==> config.mk <==
export PLATFORM = sky130hd
export DESIGN_NAME = button_press_decoder
export DESIGN_NICKNAME = d
export VERILOG_FILES = /design/src/rtl/button_press_decoder.sv
export SDC_FILE = /design/constraint.sdc
export NUM_CORES = 1
export LEC_CHECK = 0
export ABC_AREA = 0
export BUFFER_PORTS_ARGS = -buffer_cell sky130_fd_sc_hd__buf_2
export CORE_MARGIN = 4
export CORE_UTILIZATION = 55
export CTS_BUF_LIST = sky130_fd_sc_hd__clkbuf_4
export CTS_CLUSTER_SIZE = 30
export DETAILED_ROUTE_END_ITERATION = 6
export PLACE_DENSITY_LB_ADDON = 0.15
export SKIP_CTS_REPAIR_TIMING = 1
export SYNTH_ARGS = -nofsm -noshare
export SYNTH_HDL_FRONTEND = slang
export SYNTH_SLANG_ARGS = --single-unit
export TNS_END_PERCENT = 50
==> constraint.sdc <==
create_clock -name clock -period 4.4 [get_ports clock]
set_input_delay 0.44 -clock clock [delete_from_list [all_inputs] [get_ports clock]]
set_output_delay 0.44 -clock clock [all_outputs]
set_load 0.02 [all_outputs]
==> src/rtl/button_press_decoder.sv <==
// button_press_decoder
//   Turns synchronized, active-low push buttons into debounced press events.
//   Each channel runs its own FSM and counter. Channels never interact.
//
//   Ports
//     clock        in   rising-edge system clock
//     reset_s2_n   in   asynchronous active-low reset (already synchronized)
//     button_s2_n  in   [NUM_BUTTONS] raw button levels, 0 = pressed
//     held         out  [NUM_BUTTONS] 1 while a debounced press is active
//     short_press  out  [NUM_BUTTONS] 1-cycle pulse on release of a press that never went long
//     long_press   out  [NUM_BUTTONS] 1-cycle pulse when a press reaches the long threshold
//
//   Timing per channel
//     held rises on the (DEBOUNCE_CYCLES+1)th consecutive low sample.
//     long_press fires LONG_PRESS_CYCLES low samples after held rose.
//     held falls, together with any short_press, once the release debounce completes.
module button_press_decoder #(
    parameter int unsigned NUM_BUTTONS       = 3,
    parameter int unsigned DEBOUNCE_CYCLES   = 1_000_000,
    parameter int unsigned LONG_PRESS_CYCLES = 50_000_000
) (
    input  logic                   clock,
    input  logic                   reset_s2_n,
    input  logic [NUM_BUTTONS-1:0] button_s2_n,
    output logic [NUM_BUTTONS-1:0] held,
    output logic [NUM_BUTTONS-1:0] short_press,
    output logic [NUM_BUTTONS-1:0] long_press
);

    localparam int unsigned MAX_CYCLES = (DEBOUNCE_CYCLES > LONG_PRESS_CYCLES) ?
                                         DEBOUNCE_CYCLES : LONG_PRESS_CYCLES;
    localparam int unsigned CNT_W      = $clog2(MAX_CYCLES + 1);

    localparam logic [CNT_W-1:0] DEB_LAST  = CNT_W'(DEBOUNCE_CYCLES - 1);
    localparam logic [CNT_W-1:0] LONG_LAST = CNT_W'(LONG_PRESS_CYCLES - 1);
    localparam logic [CNT_W-1:0] CNT_ONE   = CNT_W'(1);

    typedef enum logic [2:0] {
        ST_IDLE        = 3'd0,
        ST_PRESS_DEB   = 3'd1,
        ST_PRESSED     = 3'd2,
        ST_LONG        = 3'd3,
        ST_RELEASE_DEB = 3'd4
    } state_t;

    for (genvar ch = 0; ch < NUM_BUTTONS; ch++) begin : g_ch

        state_t           state;
        state_t           state_nxt;
        logic [CNT_W-1:0] cnt;
        logic [CNT_W-1:0] cnt_nxt;
        logic             short_flag;
        logic             short_flag_nxt;
        logic             held_q;
        logic             held_nxt;
        logic             short_q;
        logic             short_nxt;
        logic             long_q;
        logic             long_nxt;
        logic             btn_n;
        logic             deb_done;
        logic             long_done;

        assign btn_n     = button_s2_n[ch];
        assign deb_done  = (cnt == DEB_LAST);
        assign long_done = (cnt == LONG_LAST);

        // State register plus registered outputs; reset discards any press in flight.
        always_ff @(posedge clock or negedge reset_s2_n) begin
            if (!reset_s2_n) begin
                state      <= ST_IDLE;
                cnt        <= '0;
                short_flag <= 1'b0;
                held_q     <= 1'b0;
                short_q    <= 1'b0;
                long_q     <= 1'b0;
            end else begin
                state      <= state_nxt;
                cnt        <= cnt_nxt;
                short_flag <= short_flag_nxt;
                held_q     <= held_nxt;
                short_q    <= short_nxt;
                long_q     <= long_nxt;
            end
        end

        // Next-state and counter; the counter restarts from zero on every state entry.
        always_comb begin
            state_nxt = state;
            cnt_nxt   = cnt;
            case (state)
                ST_IDLE: begin
                    if (!btn_n) begin
                        state_nxt = ST_PRESS_DEB;
                        cnt_nxt   = '0;
                    end
                end
                ST_PRESS_DEB: begin
                    if (btn_n) begin
                        state_nxt = ST_IDLE;
                        cnt_nxt   = '0;
                    end else if (deb_done) begin
                        state_nxt = ST_PRESSED;
                        cnt_nxt   = '0;
                    end else begin
                        cnt_nxt = cnt + CNT_ONE;
                    end
                end
                ST_PRESSED: begin
                    if (btn_n) begin
                        state_nxt = ST_RELEASE_DEB;
                        cnt_nxt   = '0;
                    end else if (long_done) begin
                        state_nxt = ST_LONG;
                        cnt_nxt   = '0;
                    end else begin
                        cnt_nxt = cnt + CNT_ONE;
                    end
                end
                ST_LONG: begin
                    if (btn_n) begin
                        state_nxt = ST_RELEASE_DEB;
                        cnt_nxt   = '0;
                    end
                end
                ST_RELEASE_DEB: begin
                    // A low sample here is release bounce: restart the debounce window.
                    if (!btn_n) begin
                        cnt_nxt = '0;
                    end else if (deb_done) begin
                        state_nxt = ST_IDLE;
                        cnt_nxt   = '0;
                    end else begin
                        cnt_nxt = cnt + CNT_ONE;
                    end
                end
                default: begin
                    state_nxt = ST_IDLE;
                    cnt_nxt   = '0;
                end
            endcase
        end

        // Output decode; pulses default low so they never last more than one cycle.
        always_comb begin
            held_nxt       = held_q;
            short_nxt      = 1'b0;
            long_nxt       = 1'b0;
            short_flag_nxt = short_flag;
            case (state)
                ST_PRESS_DEB: begin
                    if (!btn_n && deb_done) begin
                        held_nxt = 1'b1;
                    end
                end
                ST_PRESSED: begin
                    // Release wins over a coincident long threshold.
                    if (btn_n) begin
                        short_flag_nxt = 1'b1;
                    end else if (long_done) begin
                        long_nxt = 1'b1;
                    end
                end
                ST_LONG: begin
                    if (btn_n) begin
                        short_flag_nxt = 1'b0;
                    end
                end
                ST_RELEASE_DEB: begin
                    if (btn_n && deb_done) begin
                        held_nxt  = 1'b0;
                        short_nxt = short_flag;
                    end
                end
                ST_IDLE: begin
                end
                default: begin
                    held_nxt       = 1'b0;
                    short_flag_nxt = 1'b0;
                end
            endcase
        end

        assign held[ch]        = held_q;
        assign short_press[ch] = short_q;
        assign long_press[ch]  = long_q;

    end

endmodule
# == After elaboration in Yosys (flattened, before gate mapping) ==
# Cells that the tools add are included.
# totals
output_inout_bits,9
reg_bits,99
wordCells,186
inputBits,5
# classes
eq_ne,45
n_addsub,3
n_reduce_logical,30
n_bitwise,6
n_mux,84
# op_table
op,count
two-way mux 26 bit,21
case mux 26 bit (5 select lines),3
adder 26 x 1 -> 26 bit (second input constant),3
equality test 26 x 20 -> 1 bit (second input constant),3
equality test 26 bit (second input constant),3
two-way mux 3 bit,24
case mux 3 bit (5 select lines),3
!= test 2 bit (second input constant),21
two-way mux 1 bit,27
equality test 3 x 2 -> 1 bit (second input constant),6
!= test 3 bit (second input constant),6
case mux 1 bit (3 select lines),6
AND reduction 3 bit,6
AND reduction 6 bit,3
OR reduction 3 bit,6
equality test 3 x 1 -> 1 bit (second input constant),3
equality test 3 bit (second input constant),3
zero test 3 bit,3
logical AND 1 bit,6
NOT 1 bit,6
AND reduction 2 bit,3
zero test 1 bit,3

# == Logic depth before layout (Yosys ltp) ==
# logic_depth
word_depth,4
mapped_depth,9
depth_no_buf,7

# == Worst setup path after synthesis ==
# Ideal clock, no wire load.
# synth_path
path_kind,flip-flop to flip-flop
startpoint,register g_ch[1].cnt[16]
endpoint,register g_ch[1].cnt[24]
t_required_ns,4.281
arrival_time_ns,2.253
setup_ns,0.119
path_slack_ns,2.028
path_stages_with_launch,8
path_buffers,1
period_less_slack_ns,2.372
path_cell_list,dfrtp_1 > or4b_1 > or4_4 > o31ai_4 > nor2_2 > nor3_4 > buf_6 > nor2_1
# synth_between
elab_chain_len,4
word_cells_on_any_way,9
classes_between,add/sub: 1; eq/ne: 2; mux: 6
# synth_lines
element,line_no,rtl
from (decl),50,logic [CNT_W-1:0] cnt;
from (signal assigned),79,cnt <= cnt_nxt;
adder 26 x 1 -> 26 bit (tied with other cells),"106, 117, 134",
"two-way mux 26 bit, on equally long branches","102, 130, 113",
"two-way mux 26 bit, on equally long branches","128, 110, 99",
case mux 26 bit (5 select lines) *,91,case (state)
# Every way passes the cells marked *; elsewhere a longest branch is shown, timed or not.
# A chain may end at the register's enable or synchronous reset.

# == Worst setup path after layout ==
# layout_path
startpoint,register g_ch[1].cnt[16]
endpoint,register g_ch[1].cnt[11]
# layout_between
elab_chain_len,4
word_cells_on_any_way,8
classes_between,eq/ne: 2; mux: 6
# layout_lines
element,line_no
equality test 26 x 20 -> 1 bit / equality test 26 bit (equally long branches),"65, 66"
"two-way mux 26 bit, on equally long branches","102, 130, 113"
"two-way mux 26 bit, on equally long branches","128, 110, 99"
case mux 26 bit (5 select lines) *,91
# Marked as above.

==> flow_summary.json <==
{
  "status": "complete, no violations",
  "grtUsageTotal_pct": 20.0,
  "synth_area_leader_cell": "dfrtp_1",
  "cts_max_path_buffers": 2,
  "antenna_found_initial": 0,
  "final_cell_area_mm2": 0.00563,
  "clock_latency_ns": 0.46,
  "drc": 0,
  "crit_start": "g_ch[1].cnt[16]",
  "ys_warn_count": 0,
  "place_area_mm2": 0.00548,
  "grt_max_degree": 68,
  "place_hpwl_um": 7570,
  "dpl_worst_slack_ns": 1.31,
  "clock-root-buffer": "clkbuf_4",
  "critPathMaxStageDelay_ns": 0.76,
  "drv_slew": 0,
  "path_class": "flip-flop to flip-flop",
  "synthAdderAreaFrac_pct": 0.695,
  "clkSinkCount": 99,
  "dieArea_mm2": 0.0115,
  "placedCellCount": 700,
  "required_ns": 4.71,
  "worstReg2RegStart": "g_ch[1].cnt[16]",
  "synthFlopType": "dfrtp_1",
  "wire_per_inst_um": 15.0,
  "syn-cell-area_mm2": 0.00540,
  "max_slew_margin_pct": 20.6,
  "tns_ns": 0,
  "fillers": 830,
  "gp_congestion": 0.893,
  "fin_ws_ns": 1.34,
  "core_mm2": 0.00942,
  "drt_first_pass_iters": 4,
  "ys_types": 54,
  "cts.htree.levels": 3,
  "path_cells": "or4b_1 -> or4_4 -> o31ai_4 -> nor2_2 -> nor3_4 -> o21ai_0",
  "worstPathMaxFanout": 23,
  "grt_pass1_vias": 4019,
  "end_kind": "flip-flop",
  "grt_overflow": 0,
  "start_util_pct": 57.3,
  "worst_setup_path_start_kind": "flip-flop",
  "yosysMostFrequentCell": "dfrtp_1",
  "io_pins": 14,
  "endpoint": "g_ch[1].cnt[11]",
  "synth_top_family_by_area": "simple AND/OR/NAND/NOR gates",
  "rows": 35,
  "nets": 590,
  "yosysSeqAreaShare_pct": 45.9,
  "synthCells": 584,
  "diodes": 0,
  "cp.depth": 6,
  "cts_buffers": 9,
  "hold_slack_ns": 0.0702,
  "r2r_end": "g_ch[1].cnt[11]",
  "cp_slowest_cell": "nor3_4",
  "synth_compound_area_share_pct": 8.28,
  "clk_pin_slew_ns": 0.16,
  "rsz0062_at_grt": "false",
  "syn_nets": 592,
  "fin_crit_ns": 3.06,
  "die_h_um": 107,
  "cts_tree": "done",
  "irDropWorstVdd_uv": 200,
  "synth_xor_area_share_pct": 10.9,
  "cp_num_buf_inv": 0,
  "min_path_type": "primary input to asynchronous set/reset pin",
  "async_flop_share_pct": 100,
  "setup_violations": 0,
  "finalCritPeriodShare_pct": 69.4,
  "synth-seq-cells": 99,
  "muxShareOfSynthArea_pct": 0.209,
  "die_w_um": 107,
  "num_vias": 4193,
  "critPathTopFamily": "simple AND/OR/NAND/NOR gates",
  "antenna_left": 0,
  "synthSimpleGateAreaFrac_pct": 30.3,
  "fmax_ghz": 0.327,
  "rrSetupSlack_ns": 1.34,
  "drive_above_1_share_pct": 9.03,
  "vias_per_cell": 5.86,
  "drt-total-wl_um": 10700,
  "tightest_slew_ns": 1.18,
  "grt_pass1_wl_um": 18900,
  "yosys-top-cells-count": "dfrtp_1 (99), nor2_1 (94), nand2_1 (45)",
  "hold_viol": 0,
  "synth_top_cells_by_area": "dfrtp_1 (46%), xor2_1 (6.8%), nor2_1 (6.5%), xnor2_1 (4.1%), nand3_1 (3.2%)",
  "area_growth_pct": 4.22,
  "arrival_ns": 3.37,
  "cap_violations": 0,
  "power.leakage_nw": 2.36,
  "syn_avg_cell_area_um2": 9.24,
  "port_buffers": 13,
  "synth-edff-count": 0,
  "clock-skew-final_ns": 0.0175,
  "drtIter0Drc": 264,
  "synth_top_area_share_pct": 45.9,
  "fin_cells": 716,
  "p_per_area_mw_per_mm2": 278,
  "reg2reg_depth": 6
}
==> report_power, final <==
group          leakage, nW  switching [mW]  total, mW  internal (mW)
Sequential            1.35          0.0231      0.954          0.931
Combinational        0.936          0.0803      0.118         0.0377
Clock               0.0729           0.313      0.490          0.177
Total                 2.36           0.416       1.56           1.15
==> through the flow <==
stage          utilization (%)  power [mW]
2_1_floorplan                -        1.05
3_3_place_gp              58.2        1.09
3_5_place_dp              58.2        1.09
4_1_cts                   59.7        1.58
5_1_grt                   59.7        1.64
6_report                  59.7        1.56
==> cell type report <==
type / instances / area, um^2 / share of cell area (%)
Multi-Input combinational cell: 447 / 2720 / 48.4
Sequential cell: 99 / 2480 / 44.0
Tap cell: 129 / 161 / 2.87
Timing Repair Buffer: 15 / 82.6 / 1.47
Clock inverter: 7 / 76.3 / 1.36
Clock buffer: 9 / 67.6 / 1.20
Inverter: 10 / 37.5 / 0.667
==> flip-flops by register name, indices dropped and copies added (netlist names) <==
name             count
g_ch.state           9
g_ch.cnt            78
g_ch.short_flag      3
g_ch.held_q          3
g_ch.short_q         3
g_ch.long_q          3
==> worst reg2reg max path: stages (launching register included) <==
cell and delay, ns:
dfrtp_1 0.47, or4b_1 0.54, or4_4 0.55, o31ai_4 0.29, nor2_2 0.07, nor3_4 0.76
o21ai_0 0.23
==> cells by family after synthesis <==
logic type	count (synthesis)
AO/OA/AOI/OAI	69
AND/OR/NAND/NOR	307
XOR/XNOR	67
flip-flops	99
adder cells (fa/ha/maj)	3
multiplexers	1
buffers and inverters	38
==> how the worst min path moves through the flow <==
stage | cells past startpoint | slack, ns | end | start
6_report | 1 | 0.07 | g_ch[2].cnt[16] | reset_s2_n
5_1_grt | 1 | 0.11 | g_ch[2].cnt[14] | reset_s2_n
4_1_cts | 1 | 0.08 | g_ch[2].cnt[14] | reset_s2_n
3_5_place_dp | 2 | 0.50 | g_ch[0].held_q | g_ch[0].held_q
3_3_place_gp | 1 | 0.49 | g_ch[0].cnt[0] | g_ch[0].cnt[0]
2_1_floorplan | 0 | 0.14 | g_ch[0].cnt[0] | reset_s2_n
==> cells in the final DEF, fill, tap and decap left out, types with 2 or more instances in the layout <==
cell type and n:
inv_1 10, o31ai_1 4, ha_1 3, a22o_1 4, o22ai_1 2, nand2b_1 2
nor2_2 7, a31oi_1 4, nor3_1 15, or3_2 2, or3_1 2, nor4b_1 9
or3b_2 3, buf_4 3, nand3_1 34, xnor2_1 25, a21o_1 5, and3_1 15
or2_2 2, nand4_1 25, clkbuf_4 9, a21boi_0 2, xor2_1 42, clkinvlp_4 2
buf_2 12, and2_1 3, nor4bb_1 2, nand2_1 45, nor4_1 11, o21ai_0 18
and4_1 18, nand3b_1 5, o211ai_1 2, nor3b_1 4, a21oi_1 18, a211oi_1 3
inv_6 2, nor2_1 94, a41oi_1 2, dfrtp_1 99
==> metal layers <==
layer	part of all wire [%]	GRT usage, %	up-vias
met5	0	0	-
met4	0.66	5.02	0
met3	3.7	5.00	7
met2	46	31.7	64
met1	49	27.7	2057
li1	-	-	2065
Power figures use the tool's default switching activity.
